### config.mk
export PLATFORM = sky130hd
export DESIGN_NAME = calc_entry
export DESIGN_NICKNAME = d
export VERILOG_FILES = /design/src/rtl/calc_entry_pkg.sv /design/src/rtl/calc_entry_bcd_entry_reg.sv /design/src/rtl/calc_entry.sv
export SDC_FILE = /design/constraint.sdc
export NUM_CORES = 1
export LEC_CHECK = 0
export ABC_CLOCK_PERIOD_IN_PS = 4600
export BUFFER_PORTS_ARGS = -buffer_cell sky130_fd_sc_hd__buf_2
export CORE_ASPECT_RATIO = 1.75
export CORE_MARGIN = 4
export CORE_UTILIZATION = 56
export CTS_CLUSTER_DIAMETER = 100
export DETAILED_ROUTE_END_ITERATION = 12
export GPL_TIMING_DRIVEN = 0
export PLACE_DENSITY = 0.93
export SLEW_MARGIN = 5
export SYNTH_ARGS = -nofsm -noshare
export SYNTH_HDL_FRONTEND = slang
export SYNTH_SLANG_ARGS = --single-unit
### constraint.sdc
create_clock -name clk -period 4.6 [get_ports clk]
set_clock_uncertainty 0.05 [all_clocks]
set_input_delay 0.23 -clock clk [delete_from_list [all_inputs] [get_ports clk]]
set_output_delay 0.23 -clock clk [all_outputs]
set_load 0.02 [all_outputs]
### src/rtl/calc_entry_pkg.sv
// Shared key codes, operation encodings and FSM states for the keypad front end.
package calc_entry_pkg;

   localparam logic [4:0] KEY_DOT = 5'd10;
   localparam logic [4:0] KEY_NEG = 5'd11;
   localparam logic [4:0] KEY_ADD = 5'd12;
   localparam logic [4:0] KEY_POW = 5'd16;
   localparam logic [4:0] KEY_EQ  = 5'd17;
   localparam logic [4:0] KEY_CLR = 5'd18;

   typedef enum logic [2:0] {
      OP_ADD = 3'd0,
      OP_SUB = 3'd1,
      OP_MUL = 3'd2,
      OP_DIV = 3'd3,
      OP_POW = 3'd4
   } op_e;

   typedef enum logic [2:0] {
      ST_ENTER0,
      ST_OPSEL,
      ST_ENTER1,
      ST_EVAL,
      ST_RESULT
   } state_e;

   function automatic logic is_digit_key(input logic [4:0] k);
      return k <= 5'd9;
   endfunction

   function automatic logic is_oper_key(input logic [4:0] k);
      return (k >= KEY_ADD) && (k <= KEY_POW);
   endfunction

   function automatic op_e key_to_op(input logic [4:0] k);
      logic [4:0] t;
      t = k - KEY_ADD;
      return op_e'(t[2:0]);
   endfunction

endpackage

### src/rtl/calc_entry_bcd_entry_reg.sv
// One BCD entry register: value, sign, fractional-digit count, dot flag and digit count.
// Within one cycle a clear or load is applied first, then at most one digit/dot/negate.
module bcd_entry_reg #(
   parameter int DIGIT_NUM = 8,
   parameter int DP_W      = 3
) (
   input  logic                   clk,
   input  logic                   rst_n,
   input  logic                   clr_i,
   input  logic                   load_i,
   input  logic [DIGIT_NUM*4-1:0] load_val_i,
   input  logic                   load_sign_i,
   input  logic [DP_W-1:0]        load_dp_i,
   input  logic                   digit_i,
   input  logic [3:0]             digit_val_i,
   input  logic                   dot_i,
   input  logic                   neg_i,
   output logic [DIGIT_NUM*4-1:0] val_o,
   output logic                   sign_o,
   output logic [DP_W-1:0]        dp_o
);

   localparam int VAL_W = DIGIT_NUM * 4;
   localparam int CNT_W = $clog2(DIGIT_NUM + 1);
   localparam logic [CNT_W-1:0] CNT_FULL = CNT_W'(DIGIT_NUM);
   localparam logic [DP_W-1:0]  DP_MAX   = '1;

   logic [VAL_W-1:0] val_q, val_d;
   logic             sign_q, sign_d;
   logic [DP_W-1:0]  dp_q, dp_d;
   logic             dot_q, dot_d;
   logic [CNT_W-1:0] cnt_q, cnt_d;

   // Next-state: clear/load base, then the entry edit on top of it
   always_comb begin
      val_d  = val_q;
      sign_d = sign_q;
      dp_d   = dp_q;
      dot_d  = dot_q;
      cnt_d  = cnt_q;
      if (clr_i) begin
         val_d  = '0;
         sign_d = 1'b0;
         dp_d   = '0;
         dot_d  = 1'b0;
         cnt_d  = '0;
      end
      if (load_i) begin
         // A loaded result counts as full so it is never extended digit-wise
         val_d  = load_val_i;
         sign_d = load_sign_i;
         dp_d   = load_dp_i;
         dot_d  = |load_dp_i;
         cnt_d  = CNT_FULL;
      end
      if (digit_i) begin
         if ((cnt_d == CNT_FULL) || (dot_d && (dp_d == DP_MAX))) begin
            val_d = val_d;
         end else if ((val_d == '0) && !dot_d) begin
            val_d = VAL_W'(digit_val_i);
            cnt_d = (digit_val_i != 4'd0) ? CNT_W'(1) : '0;
         end else begin
            val_d = {val_d[VAL_W-5:0], digit_val_i};
            cnt_d = cnt_d + CNT_W'(1);
            if (dot_d) dp_d = dp_d + DP_W'(1);
         end
      end
      if (dot_i) dot_d = 1'b1;
      if (neg_i) sign_d = ~sign_d;
   end

   // Entry state registers
   always_ff @(posedge clk or negedge rst_n) begin
      if (!rst_n) begin
         val_q  <= '0;
         sign_q <= 1'b0;
         dp_q   <= '0;
         dot_q  <= 1'b0;
         cnt_q  <= '0;
      end else begin
         val_q  <= val_d;
         sign_q <= sign_d;
         dp_q   <= dp_d;
         dot_q  <= dot_d;
         cnt_q  <= cnt_d;
      end
   end

   assign val_o  = val_q;
   assign sign_o = sign_q;
   assign dp_o   = dp_q;

endmodule

### src/rtl/calc_entry.sv
// Keypad entry front end: builds two BCD operands and an operation, captures the alu result.
module calc_entry
   import calc_entry_pkg::*;
#(
   parameter int DIGIT_NUM = 8,
   parameter int DP_W      = 3
) (
   input  logic                   clk,
   input  logic                   rst_n,
   input  logic                   key_valid,
   input  logic [4:0]             key_code,
   output logic [DIGIT_NUM*4-1:0] operand0,
   output logic                   operand0_sign,
   output logic [DP_W-1:0]        operand0_dp,
   output logic [DIGIT_NUM*4-1:0] operand1,
   output logic                   operand1_sign,
   output logic [DP_W-1:0]        operand1_dp,
   output logic [2:0]             operation,
   input  logic [DIGIT_NUM*4-1:0] result,
   input  logic                   result_sign,
   input  logic [DP_W-1:0]        result_dp,
   output logic [DIGIT_NUM*4-1:0] disp_bcd,
   output logic                   disp_sign,
   output logic [DP_W-1:0]        disp_dp,
   output logic                   calc_done,
   output logic                   busy
);

   state_e state_q;
   op_e    op_q, pend_op_q;
   logic   chain_q, done_q;

   logic is_dig, is_dot, is_neg, is_opr, is_eq, is_clr;
   logic op0_clr, op0_load, op0_dig, op0_dot, op0_neg;
   logic op1_clr, op1_dig, op1_dot, op1_neg;

   assign is_dig = key_valid && is_digit_key(key_code);
   assign is_dot = key_valid && (key_code == KEY_DOT);
   assign is_neg = key_valid && (key_code == KEY_NEG);
   assign is_opr = key_valid && is_oper_key(key_code);
   assign is_eq  = key_valid && (key_code == KEY_EQ);
   assign is_clr = key_valid && (key_code == KEY_CLR);

   // Route the current key to the operand registers; op1 is cleared whenever OPSEL is entered
   always_comb begin
      op0_clr  = 1'b0;
      op0_load = 1'b0;
      op0_dig  = 1'b0;
      op0_dot  = 1'b0;
      op0_neg  = 1'b0;
      op1_clr  = 1'b0;
      op1_dig  = 1'b0;
      op1_dot  = 1'b0;
      op1_neg  = 1'b0;
      if (is_clr) begin
         op0_clr = 1'b1;
         op1_clr = 1'b1;
      end else begin
         unique case (state_q)
            ST_ENTER0: begin
               op0_dig = is_dig;
               op0_dot = is_dot;
               op0_neg = is_neg;
               op1_clr = is_opr;
            end
            ST_OPSEL: begin
               op1_clr = is_dig || is_dot || is_neg;
               op1_dig = is_dig;
               op1_dot = is_dot;
               op1_neg = is_neg;
            end
            ST_ENTER1: begin
               op1_dig = is_dig;
               op1_dot = is_dot;
               op1_neg = is_neg;
            end
            ST_EVAL: begin
               op0_load = 1'b1;
               op1_clr  = chain_q;
            end
            ST_RESULT: begin
               op0_clr = is_dig || is_dot;
               op0_dig = is_dig;
               op0_dot = is_dot;
               op0_neg = is_neg;
               op1_clr = is_dig || is_dot || is_opr;
            end
            default: ;
         endcase
      end
   end

   // Main FSM with registered operation, chain bookkeeping and done pulse
   always_ff @(posedge clk or negedge rst_n) begin
      if (!rst_n) begin
         state_q   <= ST_ENTER0;
         op_q      <= OP_ADD;
         pend_op_q <= OP_ADD;
         chain_q   <= 1'b0;
         done_q    <= 1'b0;
      end else begin
         done_q <= 1'b0;
         if (is_clr) begin
            state_q   <= ST_ENTER0;
            op_q      <= OP_ADD;
            pend_op_q <= OP_ADD;
            chain_q   <= 1'b0;
         end else begin
            unique case (state_q)
               ST_ENTER0: begin
                  if (is_opr) begin
                     op_q    <= key_to_op(key_code);
                     state_q <= ST_OPSEL;
                  end
               end
               ST_OPSEL: begin
                  if (is_opr) op_q <= key_to_op(key_code);
                  else if (is_dig || is_dot || is_neg) state_q <= ST_ENTER1;
               end
               ST_ENTER1: begin
                  if (is_opr) begin
                     pend_op_q <= key_to_op(key_code);
                     chain_q   <= 1'b1;
                     state_q   <= ST_EVAL;
                  end else if (is_eq) begin
                     chain_q <= 1'b0;
                     state_q <= ST_EVAL;
                  end
               end
               ST_EVAL: begin
                  done_q  <= 1'b1;
                  chain_q <= 1'b0;
                  if (chain_q) begin
                     op_q    <= pend_op_q;
                     state_q <= ST_OPSEL;
                  end else begin
                     state_q <= ST_RESULT;
                  end
               end
               ST_RESULT: begin
                  if (is_dig || is_dot) begin
                     op_q    <= OP_ADD;
                     state_q <= ST_ENTER0;
                  end else if (is_opr) begin
                     op_q    <= key_to_op(key_code);
                     state_q <= ST_OPSEL;
                  end
               end
               default: state_q <= ST_ENTER0;
            endcase
         end
      end
   end

   bcd_entry_reg #(.DIGIT_NUM(DIGIT_NUM), .DP_W(DP_W)) u_op0 (
      .clk        (clk),
      .rst_n      (rst_n),
      .clr_i      (op0_clr),
      .load_i     (op0_load),
      .load_val_i (result),
      .load_sign_i(result_sign),
      .load_dp_i  (result_dp),
      .digit_i    (op0_dig),
      .digit_val_i(key_code[3:0]),
      .dot_i      (op0_dot),
      .neg_i      (op0_neg),
      .val_o      (operand0),
      .sign_o     (operand0_sign),
      .dp_o       (operand0_dp)
   );

   bcd_entry_reg #(.DIGIT_NUM(DIGIT_NUM), .DP_W(DP_W)) u_op1 (
      .clk        (clk),
      .rst_n      (rst_n),
      .clr_i      (op1_clr),
      .load_i     (1'b0),
      .load_val_i ('0),
      .load_sign_i(1'b0),
      .load_dp_i  ('0),
      .digit_i    (op1_dig),
      .digit_val_i(key_code[3:0]),
      .dot_i      (op1_dot),
      .neg_i      (op1_neg),
      .val_o      (operand1),
      .sign_o     (operand1_sign),
      .dp_o       (operand1_dp)
   );

   // Display follows op1 while it is being entered or evaluated, op0 otherwise
   always_comb begin
      if ((state_q == ST_ENTER1) || (state_q == ST_EVAL)) begin
         disp_bcd  = operand1;
         disp_sign = operand1_sign;
         disp_dp   = operand1_dp;
      end else begin
         disp_bcd  = operand0;
         disp_sign = operand0_sign;
         disp_dp   = operand0_dp;
      end
   end

   assign operation = op_q;
   assign calc_done = done_q;
   assign busy      = (state_q == ST_EVAL);

endmodule
==> results of run 1 <==
## area by class of cell
class                   count  area [um2]
fillers                   671        2580
clock buffers              11         233
plain buffers              35         201
repair buffers            157         816
inverters                  13        48.8
flip-flops and latches     93        2330
clock inverters             5        60.1
multi-input cells         343        2620
well taps                 120         150
## cells in the final DEF, fill, tap and decap left out, drive strengths merged, types with 7 or more instances in the layout
cell,n
nand3,11
nand4,7
a22oi,30
clkbuf,21
nor4,24
ha,8
o21ai,20
nand2,30
a22o,37
mux2,41
a31o,8
inv,14
nor2,22
buf,181
mux2i,26
dfrtp,93
a21oi,13
## cells by family (layout without fill, tap and decap cells)
kind of cell | after synthesis | in the layout
mux | 67 | 67
xor+xnor | 6 | 6
compound gates | 135 | 135
flops | 93 | 93
simple gates | 127 | 127
buf+inv | 48 | 221
fa+ha+maj | 8 | 8
## cells in the mapped netlist (all sizes together) (3+ instances only)
cell type  number
inv            13
nand3b          4
a21oi          13
nand4           7
nor4           24
xnor2           4
dfrtp          93
a21boi          3
buf            25
a41oi           3
nor2           22
and2            4
a31o            8
nor3            5
a22oi          30
or3             3
mux2           41
nand3          11
clkbuf         10
nor2b           3
a22o           37
ha              8
a211oi          3
o21ai          20
and3            5
nand2          30
a31oi           5
mux2i          26
## metrics by stage
step                hold slack, ps  std cells  utilization (%)  power [W]  setup slack (ps)
floorplan                     -116        484                -    0.00281              1580
global placement               441        759             67.7    0.00353              1070
detailed placement             121        760             68.1    0.00360               920
CTS                            179        777             71.4    0.00434               986
global route                   212        777             71.4    0.00458               728
finish                         192        777             71.4    0.00436               923
## path summary, 6_finish.rpt
kind                       depth (start not counted)    startpoint              end
setup / recovery                                  16    state_q[0]  u_op1.val_o[28]
hold / removal                                     3    result[25]  u_op0.val_o[29]
setup reg to reg                                  16    state_q[0]  u_op1.val_o[28]
hold reg to reg                                    1  pend_op_q[2]     pend_op_q[2]
min in group asynchronous                          2         rst_n    u_op1.dp_o[2]
max in group asynchronous                          3         rst_n  u_op1.val_o[28]
## power groups by stage
stage               Combinational (W)  Clock (W)  Sequential [W]
floorplan                     0.00134          0         0.00147
global placement              0.00221          0         0.00132
detailed placement            0.00226          0         0.00133
CTS                           0.00228   0.000742         0.00132
global route                  0.00245   0.000774         0.00136
finish                        0.00229   0.000734         0.00134
## state kept, by name, indices dropped and copies added (netlist names), 3 cells and up
name and flops:
u_op0.cnt_q 4, u_op1.dp_o 3, u_op1.val_o 32, u_op0.dp_o 3, u_op1.cnt_q 4, operation 3, pend_op_q 3, state_q 3
u_op0.val_o 32
## per-layer routing
| metal | vias to the layer above | wire, um | GRT usage, % |
|---|---|---|---|
| met2 | 340 | 9160 | 55.8 |
| met1 | 2421 | 6110 | 35.8 |
| met3 | 75 | 1210 | 5.53 |
| met5 | - | 0 | 0 |
| met4 | 0 | 1230 | 22.1 |
| li1 | 2197 | - | - |
## worst register-to-register path: cells and delay by family (launching register included)
family                   cells  cell delay, ps
AO/OA/AOI/OAI                5            1130
buffers and inverters        5            1050
AND/OR/NAND/NOR              4             650
flip-flops                   1             380
adder cells (fa/ha/maj)      2             310
## timing repair
action                                 CTS  global route
endpoints found under the hold margin   24             0
hold buffers                             1             0
setup buffers                            0             0
==> impl.org, run 1 <==
** Global routing
- The via count of the first global-routing pass was 4,972.
- Total routing usage reported by global routing :: 32.5%
- Initial antenna violation count :: 0
- The first global-routing pass estimated 26.8 mm of wire.
- Remaining Overflow, GRT :: 0
- Entering global routing, the biggest net connects 70 pins.

** Synth
- Count of flip-flops with a built-in enable after synthesis :: 0
- Synthesis produced 484 cells.
- Mapped cell area :: 5190 um2
- Simple-gate portion of the synthesized area :: 13.3%
- Averaged over all synthesized cells, the footprint is 10.7 um2.
- Yosys printed 0 warnings.
- Largest family of logic cells by synthesized area :: compound AO/OA/AOI/OAI gates
- Count of unique library cells instantiated by Yosys :: 62
- Of the total synthesized cell area, the portion taken by XOR and XNOR cells is 1.01%.
- Portion of the post-synthesis area used by sequential elements :: 44.8%
- After synthesis, the share of cell area in mux cells is 13.9%.
- Counting every net in the synthesized netlist gives 536.
- After synthesis, the share of flip-flops with an asynchronous set or reset is 100%.
- Flops & latches, synth :: 93
- The most used flip-flop cell after synthesis is sky130_fd_sc_hd__dfrtp_1.
- Of the total synthesized cell area, the portion taken by full adders, half adders and majority gates is 1.93%.
- Post-synthesis cell type with the largest combined area :: sky130_fd_sc_hd__dfrtp_1
- The synthesized netlist devotes 20.3% of its cell area to compound gates.
- By area the synthesized netlist is led by sky130_fd_sc_hd__dfrtp_1 45%, sky130_fd_sc_hd__mux2_2 8.5%, sky130_fd_sc_hd__a22o_1 6.2%, sky130_fd_sc_hd__mux2i_1 5.0%, sky130_fd_sc_hd__a22oi_1 4.3%.
- Summed over its instances, the top area cell type makes up 44.8% of the synthesized netlist area.

** Worst setup path
- The kind of cell with the highest combined delay along the critical path is compound AO/OA/AOI/OAI gates.
- Arr. time, crit path :: 3850 ps
- STA classifies the critical path endpoint as a flip-flop.
- Critical path buffer and inverter count :: 5
- Max incr delay on CP :: 450 ps
- Of all nets on the critical path, the largest fanout is 10.
- STA classifies the critical path startpoint as a flip-flop.
- At the worst endpoint, the required time is 4770 ps.
- Among all stages on the critical path, the largest delay is contributed by sky130_fd_sc_hd__o31ai_1.
- Critical setup path kind :: reg -> reg
- Walking the worst path, the cells encountered are buf_2 -> inv_1 -> a41oi_2 -> a211oi_2 -> nor2_1 -> clkbuf_1 -> and2_1 -> ha_1 -> ha_1 -> nand2_1 -> o21a_1 -> o31ai_1 -> nor3_2 -> buf_6 -> buf_6 -> a22o_1.
- Worst setup slack for register-to-register paths :: 920 ps

** CTS
- Clock root buffer master :: sky130_fd_sc_hd__clkbuf_16
- Post-CTS repair changed the size of 0 cells.
- Count of H-tree levels built during CTS :: 3
- Clock latency on the worst-skew pair :: 340 ps
- TritonCTS built the clock tree.
- Worst-case clock buffer depth :: 2
- After clock tree synthesis, the clock-pin slew on the worst setup and hold paths is 60 ps.
- Buffers inserted during clock tree synthesis total 9.
- Number of clock sinks :: 93

** Detailed routing
- Count of TritonRoute iterations in the first routing pass :: 6
- Total wire length after detailed routing :: 17.7 mm
- Via density per instance :: 6.48
- After detailed routing, the number of remaining DRC violations is 0.
- Detailed routing inserted a total of 5,033 vias.
- Antenna Nets Post-Route :: 0
- The detailed router finished its first iteration with 532 violations.
- After detailed routing, the average wire length per cell comes to 22.8 um.

** Pwr
- Clock share of power :: 16.8%
- IR analysis of the VDD net gives a maximum drop of 0.000356 V.
- The internal power of the cells totals 0.00234 W.
- P_sw :: 0.00202 W
- Leakage power :: 3.23 nW
- Pwr dens :: 676 nW/um2
- Sequential cells burn 30.7% of the power.
- Switching power as a share of total power :: 46.3%
- In this run, the combinational gates consume 52.5% of the power.

** Min path
- Path category of the worst min-delay check :: in -> reg

** Timing
- Share of the cycle needed by the critical path after routing :: 79.9%
- Final critical-path required period :: 3680 ps
- # setup viols final :: 0
- For the final routed database, the setup TNS stands at 0 ps.
- Actual slew at the worst max-slew pin :: 764 ps
- The number of slew-limit violations in the final report is 0.
- Worst slew margin relative to its limit :: 48.6%
- Setup repair after global routing left no endpoint under its margin.
- Peak Freq :: 272 MHz
- The total count of hold-check failures in the final report came to 0.

** Layout
- Number of inserted diodes :: 0
- The area growth from synthesis to layout is 24.2%.
- After the last flow step, the layout net total stands at 704.
- Final instance area :: 6450 um2
- Ratio of cells with drive above 1 in the final layout :: 38.7%

** Die
- Row cnt :: 46
- 157 I/O pins were placed.
- For this configuration, the core starts out at a cell density of 57.5%.
- The die covers 10,900 um2.
- Chip Width :: 80.8 um
- The floorplan step defined a core boundary enclosing 9040 um2.
- Die extent in y :: 135 um

** Place
- Instance area at placement :: 6150 um2
- Port-buffer cells :: 155
- Detailed placement ended at an HPWL of 13.6 mm.
- Gp weighted congestion :: 1.01

** Flow run
- Max-cap violations :: 0

** Status
- Run status :: finished clean
Note: power is estimated with default switching activity, not from simulation.
==> inputs of run 2 (changes only) <==
--- a/config.mk
+++ b/config.mk
@@ -5,15 +5,15 @@
 export SDC_FILE = /design/constraint.sdc
 export NUM_CORES = 1
 export LEC_CHECK = 0
-export ABC_CLOCK_PERIOD_IN_PS = 4600
+export ABC_CLOCK_PERIOD_IN_PS = 3100
 export BUFFER_PORTS_ARGS = -buffer_cell sky130_fd_sc_hd__buf_2
 export CORE_ASPECT_RATIO = 1.75
 export CORE_MARGIN = 4
-export CORE_UTILIZATION = 56
+export CORE_UTILIZATION = 47
 export CTS_CLUSTER_DIAMETER = 100
 export DETAILED_ROUTE_END_ITERATION = 12
 export GPL_TIMING_DRIVEN = 0
-export PLACE_DENSITY = 0.93
+export PLACE_DENSITY = 0.84
 export SLEW_MARGIN = 5
 export SYNTH_ARGS = -nofsm -noshare
 export SYNTH_HDL_FRONTEND = slang
==> constraint.sdc (replaced) <==
create_clock -name clk -period 3.1 [get_ports clk]
set_clock_uncertainty 0.05 [all_clocks]
set_input_delay 0.155 -clock clk [delete_from_list [all_inputs] [get_ports clk]]
set_output_delay 0.155 -clock clk [all_outputs]
set_load 0.02 [all_outputs]
==> run 2 against run 1 <==
Total power rose by 54%. Register-to-register slack worse by 870 ps. Sequential share of layout area is 1.3 points lower. Utilization is 9.2 points lower. Largest cell class unchanged. Largest power group unchanged.
==> impl.org, run 2 (same netlist as run 1, synthesis figures left out) <==
** Pwr
- Leakage power :: 3.34 nW (+3.4%)
- Pwr dens :: 1000 nW/um2 (+48%)
- Peak ir drop on the vdd network :: 0.000569 V (+60%)

** Place
- Detailed Place HPWL :: 13.6 mm (+0.16%)
- The number of I/O port buffers was 155 (unchanged).
- Gp weighted congestion :: 0.943 (-6.5%)
- Instance area at placement :: 6160 um2 (+0.20%)

** CTS
- The clock slew seen by the registers of the worst setup and hold paths is 60 ps (about the same).
- The number of buffers created by CTS was 9 (unchanged).
- The maximum level of the CTS H-tree was 3 (unchanged).
- The number of sinks driven by the clock tree is 93 (unchanged).
- The largest buffer count on any clock path came to 2 (unchanged).
- TritonCTS built the clock tree.
- Clock latency on the worst-skew pair :: 340 ps (about the same)
- Clock root buffer master :: sky130_fd_sc_hd__clkbuf_16

** Worst setup path
- The highest cell delay on the worst timing path came to 450 ps (about the same).
- Highest fanout seen on the critical path :: 10 (unchanged)
- Cells traversed along the worst timing path :: buf_6 -> nor2_4 -> o2111ai_4 -> and3_4 -> buf_4 -> buf_4 -> a22o_1 -> ha_1 -> ha_2 -> a31o_2 -> buf_4 -> a221o_1
- Type of destination of the critical path :: flip-flop
- Launch point of the worst path :: state_q[0]
- By instance count, the cell type seen most on the critical path is sky130_fd_sc_hd__buf_4.
- The worst setup path is launched from a flip-flop.
- On the critical path, the stage with the largest delay is an instance of sky130_fd_sc_hd__dfrtp_2.
- Reg2reg start :: state_q[0]
- The worst setup path is of the reg -> reg kind.
- The endpoint required time on the critical path came to 3270 ps (-1500 ps).
- Arr. time, crit path :: 3210 ps (-640 ps)

** Die
- Die extent in y :: 147 um (+8.6%)
- The die footprint is 12,900 um2 (+18%).
- Ports placed on the boundary :: 157 (unchanged)
- The placement row count came to 50 (+8.7%).
- The floorplan die width was 87.5 um (+8.3%).
- The placeable core area came to 10,800 um2 (+19%).
- The starting density of the core was 48.3% (-9.2 points).

** Timing
- The max-slew headroom at the worst pin is 39.8% (-8.8 points).
- The total count of hold-check failures in the final report came to 0 (unchanged).
- Accumulated negative setup slack :: 0 ps (unchanged)
- The number of slew-limit violations in the final report was 0 (unchanged).
- The time the final worst path needs with I/O delays and setup is 3040 ps (-634 ps).
- Share of the cycle needed by the critical path after routing :: 98.2% (+18 points)
- # setup viols final :: 0 (unchanged)
- The peak clock frequency supported by timing came to 329 MHz (+21%).
- Actual slew at the worst max-slew pin :: 894 ps (+131 ps)

** Layout
- The post-route standard cell area excluding fillers was 6700 um2 (+3.8%).
- The area growth from synthesis to layout is 28.9%.
- The number of fill cells came to 913 (+36%).
- Ratio of cells with drive above 1 in the final layout :: 42.8% (+4.2 points)
- Leading cell type in the layout, fill and taps excluded :: sky130_fd_sc_hd__buf_2
- Highest-count cells in the layout ignoring fill and taps :: 163 x sky130_fd_sc_hd__buf_2, 92 x sky130_fd_sc_hd__dfrtp_1, 39 x sky130_fd_sc_hd__mux2_2, 37 x sky130_fd_sc_hd__a22o_1, 30 x sky130_fd_sc_hd__a22oi_1
- Number of inserted diodes :: 0 (unchanged)
- The net count of the finished layout came to 717 (+1.8%).

** Global routing
- Most used routing layer :: met2
- The met2 track utilization from global routing is 49.6% (-6.2 points).
- The total global-route track usage is 28.1% (-4.4 points).
- Initial antenna violation count :: 0 (unchanged)
- Global-route wire length before repair :: 27.7 mm (+3.4%)
- The residual overflow from global routing is 0 (unchanged).
- The largest net degree at the start of global routing is 60 (-14%).
- The met3 track utilization from global routing came to 4.10% (-1.4 points).
- The via count of the first global-routing pass is 5,089 (+2.4%).
- The global-route track usage on met1 was 31.4% (-4.4 points).

** Detailed routing
- Antenna Nets Post-Route :: 0 (unchanged)
- DRT iter0 DRCs :: 341 (-36%)
- The number of detailed-route iterations in the first pass came to 6 (unchanged).
- Total wire length after detailed routing :: 18.3 mm (+3.4%)
- The final routed wire length divided by cell count came to 23.0 um (+0.70%).
- The average vias per placed instance was 6.34 (-2.1%).
- The total DRC errors in the routed layout was 0 (unchanged).
- The total via count after detailed routing was 5,061 (+0.56%).

** Status
- The run finished with clean final reports.

** Flow run
- Max-cap violations :: 0 (unchanged)

** Min path
- Hold Crit Start :: result[24]
- The path class of the tightest hold or removal check is in -> reg.
[run 2: layout make-up]
cell class / instances / area [um2] / share of cell area, %
Multi-Input combinational cell: 343 / 2690 / 40.2
Sequential cell: 93 / 2330 / 34.8
Timing Repair Buffer: 171 / 918 / 13.7
Buffer: 34 / 256 / 3.83
Clock buffer: 11 / 243 / 3.62
Tap cell: 130 / 163 / 2.43
Inverter: 13 / 48.8 / 0.729
Clock inverter: 3 / 47.5 / 0.710
[run 2: worst paths after layout]
| path | depth (start not counted) | to | slack, ps |
|---|---|---|---|
| min in group asynchronous | 2 | u_op0.dp_o[1] | 270 |
| max in group asynchronous | 3 | u_op1.dp_o[2] | 2070 |
| min reg2reg | 1 | pend_op_q[1] | 470 |
| max | 12 | u_op0.cnt_q[3] | 60 |
| max reg2reg | 12 | u_op0.cnt_q[3] | 60 |
| min | 3 | u_op0.val_o[28] | 120 |
[run 2: power by group]
part           total (W)  switching (W)  internal (W)
Clock            0.00109       0.000451      0.000641
Sequential       0.00200       0.000443       0.00156
Combinational    0.00360        0.00215       0.00145
Total            0.00670        0.00305       0.00365
[run 2: through the flow]
| step | hold slack (ps) | total power [W] | util (%) | setup WS (ps) | cells |
|---|---|---|---|---|---|
| after floorplan | -191 | 0.00417 | - | 146 | 484 |
| after global placement | 445 | 0.00524 | 57.0 | -329 | 769 |
| after detailed placement | 96.0 | 0.00533 | 57.3 | -442 | 770 |
| after CTS | 98.4 | 0.00653 | 61.0 | 2.48 | 791 |
| after global routing | 113 | 0.00704 | 62.2 | -33.3 | 798 |
| final | 118 | 0.00670 | 62.2 | 56.4 | 798 |
[run 2: critical path, delay by kind of cell, from the launching register on]
kind	cells	cell delay (ps)
adders and majority gates	2	430
DFF	1	450
AOI/OAI and AO/OA	4	950
buffers and inverters	4	670
and+or+nand+nor	2	380
[run 2: routing by layer]
| layer | up-vias | part of all wire, % |
|---|---|---|
| met4 | 0 | 5.5 |
| met2 | 302 | 53 |
| met3 | 74 | 5.9 |
| met1 | 2477 | 35 |
| li1 | 2208 | - |
| met5 | - | 0 |
[run 2: repair_timing]
item                       in CTS  in global routing
gates resized for setup        16                 33
cloned                          0                  1
pin swaps                       3                  8
setup endpoints to repair      80                 68
hold endpoints to repair       34                  0
hold buffers                    1                  0
setup buffers                   7                  6
==> inputs of run 3 (changes only) <==
--- a/config.mk
+++ b/config.mk
@@ -14,6 +14,7 @@
 export DETAILED_ROUTE_END_ITERATION = 12
 export GPL_TIMING_DRIVEN = 0
 export PLACE_DENSITY = 0.84
+export RECOVER_POWER = 100
 export SLEW_MARGIN = 5
 export SYNTH_ARGS = -nofsm -noshare
 export SYNTH_HDL_FRONTEND = slang
==> run 3 against run 2 <==
The run now ends with max-capacitance violations, max-slew violations left. Sequential share of layout area up 0.80 points. Wire length barely moved. Total power is 2.1% lower. Global-route usage unchanged. Non-clock buffer count unchanged. Combinational power decreased by 4%. Final cell count did not move. Highest routed layer unchanged.
==> impl.org, run 3 (same netlist as run 1, synthesis figures left out) <==
** CTS
- Clock latency on the worst-skew pair :: 340 ps (about the same)
- The maximum level of the CTS H-tree was 3 (unchanged).
- Clock root buffer master :: sky130_fd_sc_hd__clkbuf_16
- TritonCTS built the clock tree.
- The largest buffer count on any clock path was 2 (unchanged).
- Number of clock sinks :: 93 (unchanged)
- The number of buffers created by CTS came to 9 (unchanged).
- Clock transition at path regs :: 60 ps (about the same)

** Die
- Row cnt :: 50 (unchanged)
- The die footprint came to 12,900 um2 (unchanged).
- The placeable core area came to 10,800 um2 (unchanged).
- Chip Width :: 87.5 um (unchanged)
- Effective utilization at floorplan :: 48.3% (unchanged)
- Die extent in y :: 147 um (unchanged)
- Ports placed on the boundary :: 157 (unchanged)

** Detailed routing
- The final routed wire length divided by cell count is 22.9 um (about the same).
- DRC violation count after routing :: 0 (unchanged)
- The average vias per placed instance came to 6.28 (-1.0%).
- DRT iter0 DRCs :: 386 (+13%)
- The number of detailed-route iterations in the first pass came to 5 (-1).
- The final antenna-violating net count is 0 (unchanged).
- The final routed wirelength across all metal layers was 18.3 mm (about the same).
- The total via count after detailed routing is 5,010 (-1.0%).

** Worst setup path
- The endpoint required time on the critical path was 3270 ps (about the same).
- In this run the critical register-to-register path is launched from state_q[0].
- Reg2Reg Capture Point :: u_op0.cnt_q[3]
- The cell count of the worst reg-to-reg path is 12 (unchanged).
- Worst setup slack for register-to-register paths :: 40 ps (about the same)
- STA classifies the critical path startpoint as a flip-flop.
- By startpoint and endpoint, the worst setup path is classified as reg -> reg.
- The critical path arrival was 3220 ps (about the same).
- Type of destination of the critical path :: flip-flop
- The highest fanout seen on the critical path is 10 (unchanged).

** Layout
- The number of fill cells is 980 (+7.3%).
- The net count of the finished layout is 717 (unchanged).
- The share of final-layout standard cells stronger than drive strength 1 is 25.3% (-18 points).
- The core utilization of the finished layout is 60.8% (-1.4 points).
- Number of inserted diodes :: 0 (unchanged)
- The library cells used most frequently in the layout, excluding fill and tap cells, are 123 x sky130_fd_sc_hd__clkbuf_1, 92 x sky130_fd_sc_hd__dfrtp_1, 49 x sky130_fd_sc_hd__buf_2, 38 x sky130_fd_sc_hd__mux2_2, 37 x sky130_fd_sc_hd__a22o_1.
- Leading cell type in the layout, fill and taps excluded :: sky130_fd_sc_hd__clkbuf_1
- Relative to the synthesized area, the layout overhead comes to 26.0%.

** Timing
- The setup TNS after final layout is 0 ps (unchanged).
- Peak Freq :: 327 MHz (-0.38%)
- Final critical-path required period :: 3060 ps (+11.6 ps)
- Pins over their slew limit :: 35 (+35)
- The final number of setup-violating endpoints was 0 (unchanged).
- Worst slew margin relative to its limit :: -32.3% (-72 points)
- Share of the cycle needed by the critical path after routing :: 98.6% (+0.38 points)
- The final critical-path setup slack was 44.7 ps (-11.6 ps).
- Final-report hold violation count :: 0 (unchanged)
- The actual slew at the worst max-slew pin was 1990 ps (+1090 ps).

** Min path
- The worst hold path begins at result[24].
- The path with the worst hold slack has its endpoint at u_op0.val_o[28].
- The worst hold path stage count came to 3 (unchanged).
- Path category of the worst min-delay check :: in -> reg

** Global routing
- The total global-route track usage came to 28.1% (unchanged).
- Initial antenna violation count :: 0 (unchanged)
- The largest net degree at the start of global routing came to 60 (unchanged).
- The via count of the first global-routing pass came to 5,089 (unchanged).
- The first-pass GRT wire length was 27.7 mm (unchanged).
- Remaining Overflow, GRT :: 0 (unchanged)

** Flow run
- Max-cap violations :: 1 (+1)

** Place
- The weighted congestion reported at the end of routability-driven placement came to 0.943 (unchanged).
- The minimum setup slack after placement is -442 ps (unchanged).
- Detailed Place HPWL :: 13.6 mm (unchanged)
- Port-buffer cells :: 155 (unchanged)

** Pwr
- The maximum vdd ir drop is 0.000539 V (-5.1%).
- Pwr dens :: 1000 nW/um2 (+0.19%)
- The cell leakage power was 2.92 nW (-13%).

** Status
- The checks that failed: max-capacitance violations, max-slew violations.
- The flow ran to the end, but the final reports show violations.
## run 3: cell types whose count changed in the layout (fill, tap and decap cells not counted)
| cell | previous run | this run |
|---|---|---|
| sky130_fd_sc_hd__mux2_2 | 39 | 38 |
| sky130_fd_sc_hd__buf_4 | 22 | 20 |
| sky130_fd_sc_hd__buf_1 | 1 | 0 |
| sky130_fd_sc_hd__mux2_1 | 2 | 3 |
| sky130_fd_sc_hd__clkbuf_1 | 6 | 123 |
| sky130_fd_sc_hd__buf_2 | 163 | 49 |
## run 3: cell type report
cell class / count / area, um2 / area share [%]
clock inverters: 3 / 47.5 / 0.726
plain buffers: 34 / 256 / 3.92
flip-flops and latches: 93 / 2330 / 35.6
inverters: 13 / 48.8 / 0.745
multi-input cells: 343 / 2690 / 41.1
clock buffers: 11 / 243 / 3.71
well taps: 130 / 163 / 2.48
repair buffers: 171 / 768 / 11.7
## run 3: worst max-delay path, stage by stage, from the launching register on
cell and delay (ps):
sky130_fd_sc_hd__dfrtp_2 450, sky130_fd_sc_hd__buf_6 150, sky130_fd_sc_hd__nor2_4 160, sky130_fd_sc_hd__o2111ai_4 150
sky130_fd_sc_hd__and3_4 220, sky130_fd_sc_hd__buf_4 160, sky130_fd_sc_hd__buf_4 180, sky130_fd_sc_hd__a22o_1 220
sky130_fd_sc_hd__ha_1 220, sky130_fd_sc_hd__ha_2 210, sky130_fd_sc_hd__a31o_2 260, sky130_fd_sc_hd__buf_4 180
sky130_fd_sc_hd__a221o_1 330
## run 3: worst max-delay path by stage
stage,startpoint,endpoint,cells after the start
2_1_floorplan,state_q[0],u_op1.val_o[22],16
3_3_place_gp,key_code[1],u_op1.val_o[23],17
3_5_place_dp,key_code[0],u_op1.dp_o[1],15
4_1_cts,state_q[0],u_op1.val_o[27],16
5_1_grt,state_q[0],u_op1.dp_o[1],16
6_report,state_q[0],u_op0.cnt_q[3],12
## run 3: report_power, final
part / switching, W / internal (W) / total (W) / leakage [nW]
Clock: 0.000452 / 0.000641 / 0.00109 / 0.142
Sequential: 0.000450 / 0.00156 / 0.00201 / 1.22
Combinational: 0.00216 / 0.00130 / 0.00346 / 1.55
## run 3: repair_timing
item / CTS / global route
hold buffers: 1 / 0
buffers inserted: 7 / 6
hold endpoints to repair: 34 / 0
pin swaps: 3 / 8
endpoints found under the setup margin: 80 / 68
gates cloned: 0 / 1
gates resized for setup: 16 / 33
## run 3: per-stage QoR
stage	total power [W]	instances	area, um2	hold WS, ps
2_1_floorplan	0.00417	484	5190	-191
3_3_place_gp	0.00524	769	6130	445
3_5_place_dp	0.00533	770	6160	96.0
4_1_cts	0.00653	791	6560	98.4
5_1_grt	0.00690	798	6550	113
6_report	0.00656	798	6550	117
## run 3: metal layers
metal,up-vias,global-route usage (%),part of all wire (%)
li1,2206,-,-
met1,2477,31.4,35
met2,259,49.6,53
met3,68,4.10,6.4
met4,0,15.5,5.8
met5,-,0,0
